[config.mk]
export PLATFORM = sky130hd
export DESIGN_NAME = tc_pl_spi_master_ctrl
export DESIGN_NICKNAME = d
export VERILOG_FILES = /design/src/rtl/tc_pl_spi_master_ctrl.sv
export SDC_FILE = /design/constraint.sdc
export NUM_CORES = 1
export LEC_CHECK = 0
export CORE_MARGIN = 4
export CORE_UTILIZATION = 59
export DETAILED_ROUTE_END_ITERATION = 6
export GPL_TIMING_DRIVEN = 0
export PLACE_DENSITY_LB_ADDON = 0.25
export REMOVE_ABC_BUFFERS = 1
export SLEW_MARGIN = 10
export SYNTH_ARGS = -nofsm -noshare
export SYNTH_HDL_FRONTEND = slang
export SYNTH_SLANG_ARGS = --single-unit
export TNS_END_PERCENT = 50
[constraint.sdc]
create_clock -name clk -period 4.3 [get_ports clk]
set_input_delay 1.075 -clock clk [delete_from_list [all_inputs] [get_ports clk]]
set_output_delay 1.075 -clock clk [all_outputs]
set_load 0.03 [all_outputs]
[src/rtl/tc_pl_spi_master_ctrl.sv]
// SPI master engine (mode 0, MSB first) sequencing the PL bus TX/RX FIFO pair.
// Pops 9-bit words ([8] = last byte of transfer) from the TX FIFO, shifts each byte
// out on MOSI while capturing MISO, and pushes every received byte into the RX FIFO.
module tc_pl_spi_master_ctrl #(
    parameter int CLK_DIV = 4,
    parameter int GAP_CYC = 4
) (
    input  logic       clk,
    input  logic       rst,
    input  logic       enable,
    output logic       txbo_req,
    input  logic [8:0] txbo_data,
    input  logic       txb_empty,
    output logic [7:0] rxbi_data,
    output logic       rxbi_valid,
    input  logic       rxb_full,
    input  logic       rx_ovf_clr,
    output logic       rx_ovf,
    output logic       busy,
    output logic       spi_cs_n,
    output logic       spi_sck,
    output logic       spi_mosi,
    input  logic       spi_miso
);

    typedef enum logic [2:0] {
        S_IDLE, S_FETCH, S_LOAD, S_SHIFT, S_DONE, S_HOLD, S_GAP
    } state_t;

    localparam logic [7:0] DIV_LAST = 8'(CLK_DIV - 1);
    localparam logic [7:0] GAP_LAST = 8'(GAP_CYC - 1);

    state_t     state, state_nxt;
    logic [7:0] div_cnt;
    logic [3:0] half_cnt;
    logic [7:0] gap_cnt;
    logic [7:0] tx_sh;
    logic [7:0] rx_sh;
    logic [7:0] rx_nxt;
    logic       last_f;
    logic       miso_m, miso_s;
    logic       samp_d;
    logic       div_last;
    logic       shift_end;
    logic       go;

    assign div_last  = (div_cnt == DIV_LAST);
    assign shift_end = (state == S_SHIFT) && div_last && (half_cnt == 4'hF);
    assign go        = enable && !txb_empty;

    // MISO reaches the capture register one cycle after the rising SCK edge so the
    // sampled bit has passed through the 2-flop synchroniser (keeps loopback exact).
    assign rx_nxt = samp_d ? {rx_sh[6:0], miso_s} : rx_sh;

    // State register
    always_ff @(posedge clk or posedge rst) begin
        if (rst) state <= S_IDLE;
        else     state <= state_nxt;
    end

    // Next-state logic and FIFO handshake strobes
    always_comb begin
        state_nxt  = state;
        txbo_req   = 1'b0;
        rxbi_valid = 1'b0;
        busy       = (state != S_IDLE);
        case (state)
            S_IDLE:  if (go) state_nxt = S_FETCH;
            S_FETCH: begin
                txbo_req  = 1'b1;
                state_nxt = S_LOAD;
            end
            S_LOAD:  state_nxt = S_SHIFT;
            S_SHIFT: if (shift_end) state_nxt = S_DONE;
            S_DONE: begin
                rxbi_valid = !rxb_full;
                // enable low here means it dropped mid-byte: close the transfer
                if (last_f || !enable) state_nxt = S_GAP;
                else if (go)           state_nxt = S_FETCH;
                else                   state_nxt = S_HOLD;
            end
            S_HOLD: begin
                if (go)           state_nxt = S_FETCH;
                else if (!enable) state_nxt = S_GAP;
            end
            S_GAP:   if (gap_cnt == GAP_LAST) state_nxt = S_IDLE;
            default: state_nxt = S_IDLE;
        endcase
    end

    // Shift datapath, SCK divider and SPI pin registers
    always_ff @(posedge clk or posedge rst) begin
        if (rst) begin
            miso_m    <= 1'b0;
            miso_s    <= 1'b0;
            samp_d    <= 1'b0;
            rx_sh     <= 8'h00;
            tx_sh     <= 8'h00;
            last_f    <= 1'b0;
            div_cnt   <= 8'h00;
            half_cnt  <= 4'h0;
            rxbi_data <= 8'h00;
            spi_cs_n  <= 1'b1;
            spi_sck   <= 1'b0;
            spi_mosi  <= 1'b0;
        end else begin
            miso_m <= spi_miso;
            miso_s <= miso_m;
            // strobe on every rising SCK edge (end of an even half-period)
            samp_d <= (state == S_SHIFT) && div_last && !half_cnt[0];
            rx_sh  <= rx_nxt;
            case (state)
                S_LOAD: begin
                    tx_sh    <= txbo_data[7:0];
                    last_f   <= txbo_data[8];
                    rx_sh    <= 8'h00;
                    div_cnt  <= 8'h00;
                    half_cnt <= 4'h0;
                    spi_cs_n <= 1'b0;
                    spi_sck  <= 1'b0;
                    spi_mosi <= txbo_data[7];
                end
                S_SHIFT: begin
                    if (div_last) begin
                        div_cnt  <= 8'h00;
                        half_cnt <= half_cnt + 4'h1;
                        spi_sck  <= !half_cnt[0];
                        // falling edge: present the next bit unless the byte is complete
                        if (half_cnt[0] && half_cnt != 4'hF) begin
                            spi_mosi <= tx_sh[6];
                            tx_sh    <= {tx_sh[6:0], 1'b0};
                        end
                        if (half_cnt == 4'hF) rxbi_data <= rx_nxt;
                    end else begin
                        div_cnt <= div_cnt + 8'h01;
                    end
                end
                default: ;
            endcase
            if (state_nxt == S_GAP) spi_cs_n <= 1'b1;
        end
    end

    // CS-high gap counter
    always_ff @(posedge clk or posedge rst) begin
        if (rst)                 gap_cnt <= 8'h00;
        else if (state == S_GAP) gap_cnt <= gap_cnt + 8'h01;
        else                     gap_cnt <= 8'h00;
    end

    // Sticky RX overflow flag; a new overflow beats a simultaneous clear
    always_ff @(posedge clk or posedge rst) begin
        if (rst)                            rx_ovf <= 1'b0;
        else if (state == S_DONE && rxb_full) rx_ovf <= 1'b1;
        else if (rx_ovf_clr)                rx_ovf <= 1'b0;
    end

endmodule

==> summary.txt <==
TritonCTS clock tree - built
worst flop-to-flop path startpoint - div_cnt[0]
worst hold path type - reg2reg
Max VDD drop - 0.295 mV
CP endpoint kind - output port
Critical Path RT - 3.22 ns
CP cell instances - clkdlybuf4s50_1, nor3_1, clkdlybuf4s50_1
leak pwr - 1.35 nW
vias in the first global route - 1741
initial antenna violation count - 0
first-pass GRT wire length - 7760 µm
Crit path largest cell delay - 0.70 ns
fin crit period - 3.45 ns
DRT antenna net count - 0
Die Y - 72.6 µm
average wire per standard cell - 13.9 µm
Initial Utilization - 0.612
Worst EP arrival - 2.37 ns
Pins Over Slew Limit - 0
Gate Count Post-Synth - 236
htree depth - 2
flop-to-flop setup slack - 2.04 ns
post-synthesis cell area - 2460 µm²
largest cells by area after synthesis - dfrtp_1, mux2i_1, nand2_1
clk sinks - 53
Max-slew headroom - 0.574
cell depth of the worst hold path - 0
Placement Setup Slack - 0.847 ns
synth cell count leaders - dfrtp_1, nand2_1, nor2_1
area of the die - 5280 µm²
post-detail-place hpwl - 3160 µm
CP Class - in2out
largest net degree at the start of global routing - 29
Worst setup SP type - input port
Worst Skew - 0.00547 ns
Final Hold Fails - 0
worst setup margin - 0.853 ns
Inserted Diodes - 0
Max clock buf depth - 2
Syn Area/Cell - 10.4 µm²
Die W - 72.6 µm
Starting DRT DRC Count - 80
hold_ws - 0.363 ns
clock root buffer - clkbuf_8
row cnt - 23
via count - 1768
layout cell share with drive strength beyond 1 - 0.105
Finished Core Util - 0.726
yosys warns - 0
FFs w/ async S/R, synth - 1.00
Netlist cell types - 43
Inst Count DP - 309
Fmax - 290 MHz
first-pass detailed-route iteration total - 4
most used cell, CP - clkdlybuf4s50_1
final setup TNS - 0 ns
R2R Path End - spi_cs_n
clock slew seen by the registers of the worst setup and hold paths - 0.09 ns
slowest CP cell - clkdlybuf4s50_1
DRC errors left - 0
Final #Nets - 285
#FFs+latches synth - 53
worst reg2reg path depth - 5
Hold Path Sink - miso_s
worst-path fanout max - 2
area leader, netlist - dfrtp_1
final RePlAce weighted congestion - 0.831
post-synth top area share - 0.528
hold path start - miso_m
Num CTS Buffers - 5
EDFF count, synth - 0
hold-fix buffers at CTS - 0
most common cell in the synthesized netlist - dfrtp_1
status - finished clean
final wirelength - 4410 µm
Max-Cap Viols - 0
cell area power density - 497 nW/µm²
crit share post-route - 0.802
fin cells - 317
commonest register cell after synthesis - dfrtp_1
I/O Buffers - 30
RSZ-0062 raised after global routing - no
Clock Latency Late Sink - 0.30 ns
postcts setup bufs - 0
Resized Gates After CTS - 0
final setup violation count - 0
post-synthesis sequential area ratio - 0.539
Core Region - 4030 µm²
Worst-Margin Slew - 0.637 ns
num ports - 31
vias per cell - 5.58
global-route usage over all layers - 0.188
P&R area growth vs syn - 18.6%
GR Overflow Total - 0
-- how the worst max path moves through the flow --
stage                   from          to  slack (ns)
global route        rxb_full  rxbi_valid        0.77
global placement    rxb_full  rxbi_valid        0.87
finish              rxb_full  rxbi_valid        0.85
floorplan           rxb_full  rxbi_valid        1.47
detailed placement  rxb_full  rxbi_valid        0.85
CTS                 rxb_full  rxbi_valid        0.84
-- placed cells by master (no fill, tap or decap), types with 4 or more instances in the layout --
cell type and count:
clkdlybuf4s50_1 30, clkbuf_8 5, dfrtp_1 52, nand2_1 36, nand3_1 13, mux2i_1 17
nor2b_1 4, nor2_1 23, o21ai_0 7, xor2_1 7, a31oi_1 4, inv_1 12
mux2_2 8
-- metal layers --
metal / part of all wire / GRT usage / vias to the layer above
li1: - / - / 866
met4: 0.012 / 0.0635 / 0
met2: 0.50 / 0.320 / 32
met5: 0 / 0 / -
met3: 0.034 / 0.0413 / 6
met1: 0.45 / 0.238 / 864
-- flip-flops by register name, summed over array words and instances, names as in the netlist, 3 cells and up --
signal / count
rxbi_data: 8
rx_sh: 8
half_cnt: 4
state: 3
div_cnt: 8
tx_sh: 7
gap_cnt: 8
-- final cells by class --
cell class,instances,area [µm²]
multi-input combinational,162,1060
clock buffer,6,72.6
inverter,13,48.8
sequential,53,1330
timing repair buffer,31,320
fill,309,1100
tap,50,62.6
clock inverter,2,35.0
-- worst max-delay path: cells and delay by family --
family | cells | cell delay [ns]
buf+inv | 2 | 1.12
simple gates | 1 | 0.17
-- cells by family (layout without fill, tap and decap cells) --
family / after synthesis / after routing / synth area share
and+or+nand+nor: 101 / 101 / 0.207
DFF: 53 / 53 / 0.539
AOI/OAI and AO/OA: 25 / 25 / 0.0726
muxes: 25 / 25 / 0.106
buffers and inverters: 21 / 52 / 0.0325
xor gates and xnor gates: 8 / 8 / 0.0284
adders and majority gates: 3 / 3 / 0.0152
-- where the power goes --
part	switching [mW]	internal, mW
Sequential	0.0863	0.576
Clock	0.157	0.173
Combinational	0.261	0.200
-- stage by stage --
stage / area [µm²] / total power [mW]
4_1_cts: 2920 / 1.46
2_1_floorplan: 2430 / 0.989
3_5_place_dp: 2820 / 1.13
3_3_place_gp: 2800 / 1.11
5_1_grt: 2920 / 1.54
6_report: 2920 / 1.45
(Power assumes the default switching activity.)
